[src/rtl/nibble_serial_adder_ctrl_pkg.sv]
// Shared types and constants for the nibble-serial add/subtract controller.
package nibble_serial_adder_ctrl_pkg;

  typedef enum logic [1:0] {
    ST_IDLE = 2'd0,
    ST_RUN  = 2'd1,
    ST_DONE = 2'd2
  } state_e;

  localparam int NIBBLE_W = 4;

  // Bits needed to index n nibbles; never narrower than one bit.
  function automatic int idx_w(input int n);
    int w;
    w = 1;
    while ((1 << w) < n) w++;
    return w;
  endfunction

endpackage

[src/rtl/nibble_serial_adder_ctrl_if.sv]
// Request/result bundle between a requesting datapath and the serial adder controller.
// Handshake: start is a one-cycle request accepted only while busy=0; the result is
// valid on the single cycle done=1 and stays on sum/cout/ovf until the next accepted start.
interface nibble_serial_adder_ctrl_if #(
  parameter int WIDTH = 16
) ();

  logic             start;
  logic             sub;
  logic [WIDTH-1:0] a;
  logic [WIDTH-1:0] b;
  logic             busy;
  logic             done;
  logic [WIDTH-1:0] sum;
  logic             cout;
  logic             ovf;

  modport master (
    output start, sub, a, b,
    input  busy, done, sum, cout, ovf
  );

  modport slave (
    input  start, sub, a, b,
    output busy, done, sum, cout, ovf
  );

endinterface

[src/rtl/nibble_serial_adder_ctrl_nibble_add_cin.sv]
// 4-bit ripple carry-chain adder slice with carry-in; exposes the carry into bit 3 for overflow.
module nibble_add_cin (
  input  logic [3:0] x_i,
  input  logic [3:0] y_i,
  input  logic       ci_i,
  output logic [3:0] s_o,
  output logic       c3_o,
  output logic       c4_o
);

  logic cy;

  always_comb begin
    s_o  = '0;
    c3_o = 1'b0;
    cy   = ci_i;
    for (int i = 0; i < 4; i++) begin
      if (i == 3) c3_o = cy;
      s_o[i] = x_i[i] ^ y_i[i] ^ cy;
      cy     = (x_i[i] & y_i[i]) | ((x_i[i] ^ y_i[i]) & cy);
    end
    c4_o = cy;
  end

endmodule

[src/rtl/nibble_serial_adder_ctrl.sv]
// Sequences one shared 4-bit adder slice over WIDTH/4 cycles, LS nibble first.
// WIDTH must be a multiple of 4 and at least 8.
module nibble_serial_adder_ctrl
  import nibble_serial_adder_ctrl_pkg::*;
#(
  parameter int WIDTH = 16
) (
  input  logic                         clk,
  input  logic                         rst,
  nibble_serial_adder_ctrl_if.slave    bus,
  output state_e                       state_o
);

  localparam int NIB = WIDTH / NIBBLE_W;
  localparam int IW  = idx_w(NIB);
  localparam logic [IW-1:0] LAST_IDX = IW'(NIB - 1);

  state_e           state_q, state_d;
  logic [IW-1:0]    idx_q, idx_d;
  logic             carry_q, carry_d;
  logic [WIDTH-1:0] op_a_q, op_a_d;
  logic [WIDTH-1:0] op_b_q, op_b_d;
  logic [WIDTH-1:0] sum_q, sum_d;
  logic             cout_q, cout_d;
  logic             ovf_q, ovf_d;

  logic [3:0] x_nib, y_nib, s4;
  logic       c3, c4;

  assign x_nib = op_a_q[{idx_q, 2'b00} +: NIBBLE_W];
  assign y_nib = op_b_q[{idx_q, 2'b00} +: NIBBLE_W];

  nibble_add_cin u_slice (
    .x_i  (x_nib),
    .y_i  (y_nib),
    .ci_i (carry_q),
    .s_o  (s4),
    .c3_o (c3),
    .c4_o (c4)
  );

  always_ff @(posedge clk or posedge rst) begin
    if (rst) begin
      state_q <= ST_IDLE;
      idx_q   <= '0;
      carry_q <= 1'b0;
      op_a_q  <= '0;
      op_b_q  <= '0;
      sum_q   <= '0;
      cout_q  <= 1'b0;
      ovf_q   <= 1'b0;
    end else begin
      state_q <= state_d;
      idx_q   <= idx_d;
      carry_q <= carry_d;
      op_a_q  <= op_a_d;
      op_b_q  <= op_b_d;
      sum_q   <= sum_d;
      cout_q  <= cout_d;
      ovf_q   <= ovf_d;
    end
  end

  always_comb begin
    state_d = state_q;
    idx_d   = idx_q;
    carry_d = carry_q;
    op_a_d  = op_a_q;
    op_b_d  = op_b_q;
    sum_d   = sum_q;
    cout_d  = cout_q;
    ovf_d   = ovf_q;
    unique case (state_q)
      ST_IDLE: begin
        // Subtraction is A + ~B + 1, so the inverted operand and the +1 carry are latched here.
        if (bus.start) begin
          op_a_d  = bus.a;
          op_b_d  = bus.sub ? ~bus.b : bus.b;
          carry_d = bus.sub;
          idx_d   = '0;
          state_d = ST_RUN;
        end
      end
      ST_RUN: begin
        sum_d[{idx_q, 2'b00} +: NIBBLE_W] = s4;
        carry_d = c4;
        if (idx_q == LAST_IDX) begin
          cout_d  = c4;
          ovf_d   = c3 ^ c4;
          state_d = ST_DONE;
        end else begin
          idx_d = idx_q + 1'b1;
        end
      end
      ST_DONE: state_d = ST_IDLE;
      default: state_d = ST_IDLE;
    endcase
  end

  assign bus.busy = (state_q != ST_IDLE);
  assign bus.done = (state_q == ST_DONE);
  assign bus.sum  = sum_q;
  assign bus.cout = cout_q;
  assign bus.ovf  = ovf_q;
  assign state_o  = state_q;

endmodule

[src/flat_wrapper.sv]
// flat-port wrapper written by rule: the top's interface ports become plain ports
module nibble_serial_adder_ctrl_flat import nibble_serial_adder_ctrl_pkg::*;
#(
  parameter int WIDTH = 16
)
  (clk, rst, state_o, bus_start, bus_sub, bus_a, bus_b, bus_busy, bus_done, bus_sum, bus_cout, bus_ovf);
  nibble_serial_adder_ctrl_if #(.WIDTH(WIDTH)) bus_i ();
  input  logic clk;
  input  logic rst;
  output state_e state_o;
  input wire logic [$bits(bus_i.start)-1:0] bus_start;
  input wire logic [$bits(bus_i.sub)-1:0] bus_sub;
  input wire logic [$bits(bus_i.a)-1:0] bus_a;
  input wire logic [$bits(bus_i.b)-1:0] bus_b;
  output wire logic [$bits(bus_i.busy)-1:0] bus_busy;
  output wire logic [$bits(bus_i.done)-1:0] bus_done;
  output wire logic [$bits(bus_i.sum)-1:0] bus_sum;
  output wire logic [$bits(bus_i.cout)-1:0] bus_cout;
  output wire logic [$bits(bus_i.ovf)-1:0] bus_ovf;
  assign bus_i.start = bus_start;
  assign bus_i.sub = bus_sub;
  assign bus_i.a = bus_a;
  assign bus_i.b = bus_b;
  assign bus_busy = bus_i.busy;
  assign bus_done = bus_i.done;
  assign bus_sum = bus_i.sum;
  assign bus_cout = bus_i.cout;
  assign bus_ovf = bus_i.ovf;
  nibble_serial_adder_ctrl #(.WIDTH(WIDTH)) u_core (.clk(clk), .rst(rst), .bus(bus_i), .state_o(state_o));
endmodule
[config.mk]
export PLATFORM = sky130hd
export DESIGN_NAME = nibble_serial_adder_ctrl_flat
export DESIGN_NICKNAME = d
export VERILOG_FILES = /design/src/rtl/nibble_serial_adder_ctrl_pkg.sv /design/src/rtl/nibble_serial_adder_ctrl_if.sv /design/src/rtl/nibble_serial_adder_ctrl_nibble_add_cin.sv /design/src/rtl/nibble_serial_adder_ctrl.sv /design/src/flat_wrapper.sv
export SDC_FILE = /design/constraint.sdc
export NUM_CORES = 1
export LEC_CHECK = 0
export ABC_AREA = 0
export BUFFER_PORTS_ARGS = -buffer_cell sky130_fd_sc_hd__buf_4
export CORE_MARGIN = 2
export CORE_UTILIZATION = 30
export CTS_CLUSTER_SIZE = 24
export DETAILED_ROUTE_END_ITERATION = 8
export SLEW_MARGIN = 30
export SYNTH_ARGS = -nofsm -noshare
export SYNTH_HDL_FRONTEND = slang
export SYNTH_HIERARCHICAL = 1
export SYNTH_SLANG_ARGS = --single-unit
[constraint.sdc]
create_clock -name clk -period 8.4 [get_ports clk]
set_input_delay 0 -clock clk [delete_from_list [all_inputs] [get_ports clk]]
set_output_delay 0 -clock clk [all_outputs]
set_load 0.01 [all_outputs]
==> results.py <==
metrics = {
    "layout": {
        "drive_gt1_share_pct": 35.1,
        "finish.utilization_pct": 41.7,
        "diodes": 0,
        "syn_to_final_growth_pct": 33.6,
        "nNetsFinal": 341,
    },
    "flow_run": {
        "maxCapViolations": 0,
    },
    "cts": {
        "path_clk_slew_ns": 0.09,
        "hold_buffers": 33,
        "clk_path_buf_depth": 2,
        "cts.htree.levels": 2,
        "cts_setup_buffers": 0,
        "clkSinkCount": 55,
        "cts_tree": "built",
        "cts_resized": 0,
        "clock_latency_ns": 0.30,
        "numCtsBuffers": 5,
        "cts-root-buf": "clkbuf_8",
    },
    "drt": {
        "wl_um": 5590,
        "drtIter0Drc": 53,
        "drt_pass1_iterations": 4,
        "vias": 1869,
        "wl_per_cell_um": 13.8,
        "drc": 0,
        "ant_nets": 0,
        "via_per_inst": 4.63,
    },
    "power": {
        "pwr-share-clk_pct": 12.0,
        "p_leak_nw": 1.66,
        "p_switching_mw": 0.524,
        "p_sw_share_pct": 39.6,
        "power_density_nw_per_um2": 362,
        "p_int_mw": 0.800,
        "p_comb_share_pct": 50.9,
        "seqPwrFrac_pct": 37.1,
        "ir_drop_uv": 141,
    },
    "critical_path": {
        "cp.depth": 11,
        "critPathKind": "flop to flop",
        "end_kind": "flop",
        "worstPathArrival_ns": 3.46,
        "startpoint_type": "flop",
        "max_stage_delay_ns": 0.88,
        "ff2ff_setup_slack_ns": 5.11,
        "crit_chain": "mux4_2, inv_1, fa_1, inv_1, fa_1, inv_1, fa_1, inv_1, fa_1, a22oi_1, o21ai_0",
        "path_buf_inv": 4,
        "path_delay_family": "adder cells",
        "path_max_fanout": 16,
        "reg2regPathDepth": 11,
        "crit_slowest_cell": "dfrtp_1",
        "cp.required_ns": 8.57,
    },
    "grt": {
        "antenna_found_initial": 0,
        "grt_max_degree": 56,
        "top_usage_layer": "met2",
        "grt_pass1_wl_um": 9090,
        "globalRouteMet2Util_pct": 18.2,
        "grt_usage_pct": 11.8,
        "grt_use_met3_pct": 2.67,
        "grt_overflow": 0,
        "grt.met1_usage_pct": 16.6,
        "grt_pass1_vias": 1879,
    },
    "sta": {
        "slew_viol_final": 0,
        "slew_headroom_pct": 46.2,
        "grt_setup_unrepaired": "no",
        "min_period_ns": 3.29,
        "finalHoldViolations": 0,
        "setup_viol": 0,
        "tns_ns": 0,
        "clock_skew_ns": 0.00321,
        "tightest_slew_ns": 0.807,
        "fmax_mhz": 304,
        "period_share_pct": 39.2,
    },
    "hold_path": {
        "hold-path-cell-count": 3,
        "hold_path.class": "input pin to flop",
    },
    "placed_design": {
        "gp_congestion": 0.739,
        "io_buffer_count": 57,
        "dp.final_hpwl_um": 4070,
    },
    "floorplan": {
        "fp.coreArea_um2": 8760,
        "dieArea_um2": 9900,
        "rows": 34,
        "initial_utilization_pct": 31.2,
        "ioPinCount": 58,
        "die_x_um": 99.5,
        "die-height_um": 99.5,
    },
    "yosys": {
        "ys.warnings.count": 6,
        "yosys-top-cells-area": "dfrtp_1 (50%), mux2_2 (7.4%), mux4_2 (6.6%)",
        "ys_seq_elements": 55,
        "synth_nets": 254,
        "synth_cell_type_count": 29,
        "netlist_instances": 208,
        "yosysTopAreaCell": "dfrtp_1",
        "avgSynthCellArea_um2": 13.1,
        "synth_top_area_share_pct": 50.3,
        "seq_area_frac_synth_pct": 50.3,
        "synthesis.area_um2": 2740,
    },
    "status": {
        "status": "completed",
    },
}
power by group through the flow:
stage                     logic, mW  clock network, mW  registers (mW)
final                         0.675              0.158           0.491
after global routing          0.741              0.179           0.512
after CTS                     0.684              0.166           0.495
after detailed placement      0.672                  0           0.501
after global placement        0.656                  0           0.496
after floorplan               0.510                  0           0.457
per-stage QoR:
stage	total power [mW]	cells	hold WS, ns	setup WS (ns)	instance area, µm²
finish	1.32	404	0.0384	5.11	3650
global route	1.43	404	0.0614	4.86	3650
CTS	1.35	404	0.0349	5.08	3650
detailed placement	1.17	363	0.155	5.09	3220
global placement	1.15	363	0.238	5.19	3220
floorplan	0.967	208	0.152	5.50	2740
worst reg2reg max path, delay by kind of cell, from the launching register on:
family	cells	cell delay (ns)
fa+ha+maj	4	1.11
compound gates	2	0.27
flops	1	0.88
mux	1	0.60
buf+inv	4	0.29
state kept, by name, indices dropped and copies added (netlist names):
signal and cells:
u_core/bus.sum 16, u_core/op_a_q 16, u_core/op_b_q 16, u_core/carry_q 1, u_core/bus.cout 1, u_core/bus.ovf 1
u_core/idx_q 2, u_core/state_o 2
routing by layer:
| metal | wire, µm | vias up | part of all wire (%) |
|---|---|---|---|
| li1 | - | 893 | - |
| met1 | 2590 | 928 | 46 |
| met2 | 2680 | 43 | 48 |
| met3 | 257 | 5 | 4.6 |
| met4 | 62 | 0 | 1.1 |
| met5 | 0 | - | 0 |
cells in the final DEF (no fill, tap or decap), types with 2 or more instances in the layout:
cell / netlist / final
mux2_2: 18 / 18
nand2_1: 3 / 3
nor2b_1: 2 / 2
buf_4: 4 / 58
clkbuf_8: 0 / 7
a22o_1: 17 / 17
inv_1: 16 / 15
a21oi_1: 12 / 12
dlygate4sd3_1: 0 / 33
o21ai_0: 2 / 2
nand3b_4: 2 / 2
fa_1: 4 / 4
nor2_1: 20 / 20
nor4b_4: 2 / 2
ha_1: 6 / 6
a21oi_2: 4 / 4
xnor2_1: 17 / 17
mux4_2: 8 / 8
dfrtp_1: 55 / 55
area by class of cell:
| type | instances | area (µm²) |
|---|---|---|
| Clock buffer | 7 | 96.3 |
| Clock inverter | 1 | 7.51 |
| Fill cell | 867 | 5110 |
| Inverter | 16 | 62.6 |
| Multi-Input combinational cell | 126 | 1210 |
| Sequential cell | 55 | 1380 |
| Tap cell | 108 | 135 |
| Timing Repair Buffer | 91 | 766 |
synthesized netlist by cell type:
library cell	count
mux4_2	8
nor2_1	20
nand3b_1	1
fa_1	4
dfrtp_1	55
xnor2_1	17
nor3b_1	1
a21oi_1	12
and4bb_2	1
a31oi_1	1
buf_4	4
and4b_1	1
clkbuf_1	1
nand3b_4	2
a21oi_2	4
and3_1	1
inv_1	16
buf_2	2
nor4b_4	2
o21ai_0	2
a22o_1	17
buf_6	4
nor3b_4	1
nor2b_1	2
mux2_2	18
ha_1	6
a22oi_1	1
or2_2	1
nand2_1	3
worst paths after layout:
path                                         startpoint                            end
setup / recovery            u_core/idx_q[0]$_DFFE_PP0P_     u_core/carry_q$_DFFE_PP0P_
hold / removal                                bus_start     u_core/carry_q$_DFFE_PP0P_
setup reg to reg            u_core/idx_q[0]$_DFFE_PP0P_     u_core/carry_q$_DFFE_PP0P_
hold reg to reg            u_core/op_a_q[1]$_DFFE_PP0P_   u_core/op_a_q[1]$_DFFE_PP0P_
max in group asynchronous                           rst     u_core/carry_q$_DFFE_PP0P_
min in group asynchronous                           rst  u_core/bus.sum[0]$_DFFE_PP0P_
cell families (layout without fill, tap and decap cells):
family	Yosys count	count (layout)	share of synthesized area [%]
AO/OA/AOI/OAI	37	37	9.79
XOR/XNOR	17	17	5.44
adder cells (fa/ha/maj)	10	10	5.67
buffers and inverters	27	115	5.44
flip-flops	55	55	50.3
multiplexers	26	26	14.0
AND/OR/NAND/NOR	36	36	9.33
No activity file was read; power rests on OpenSTA's default activity.
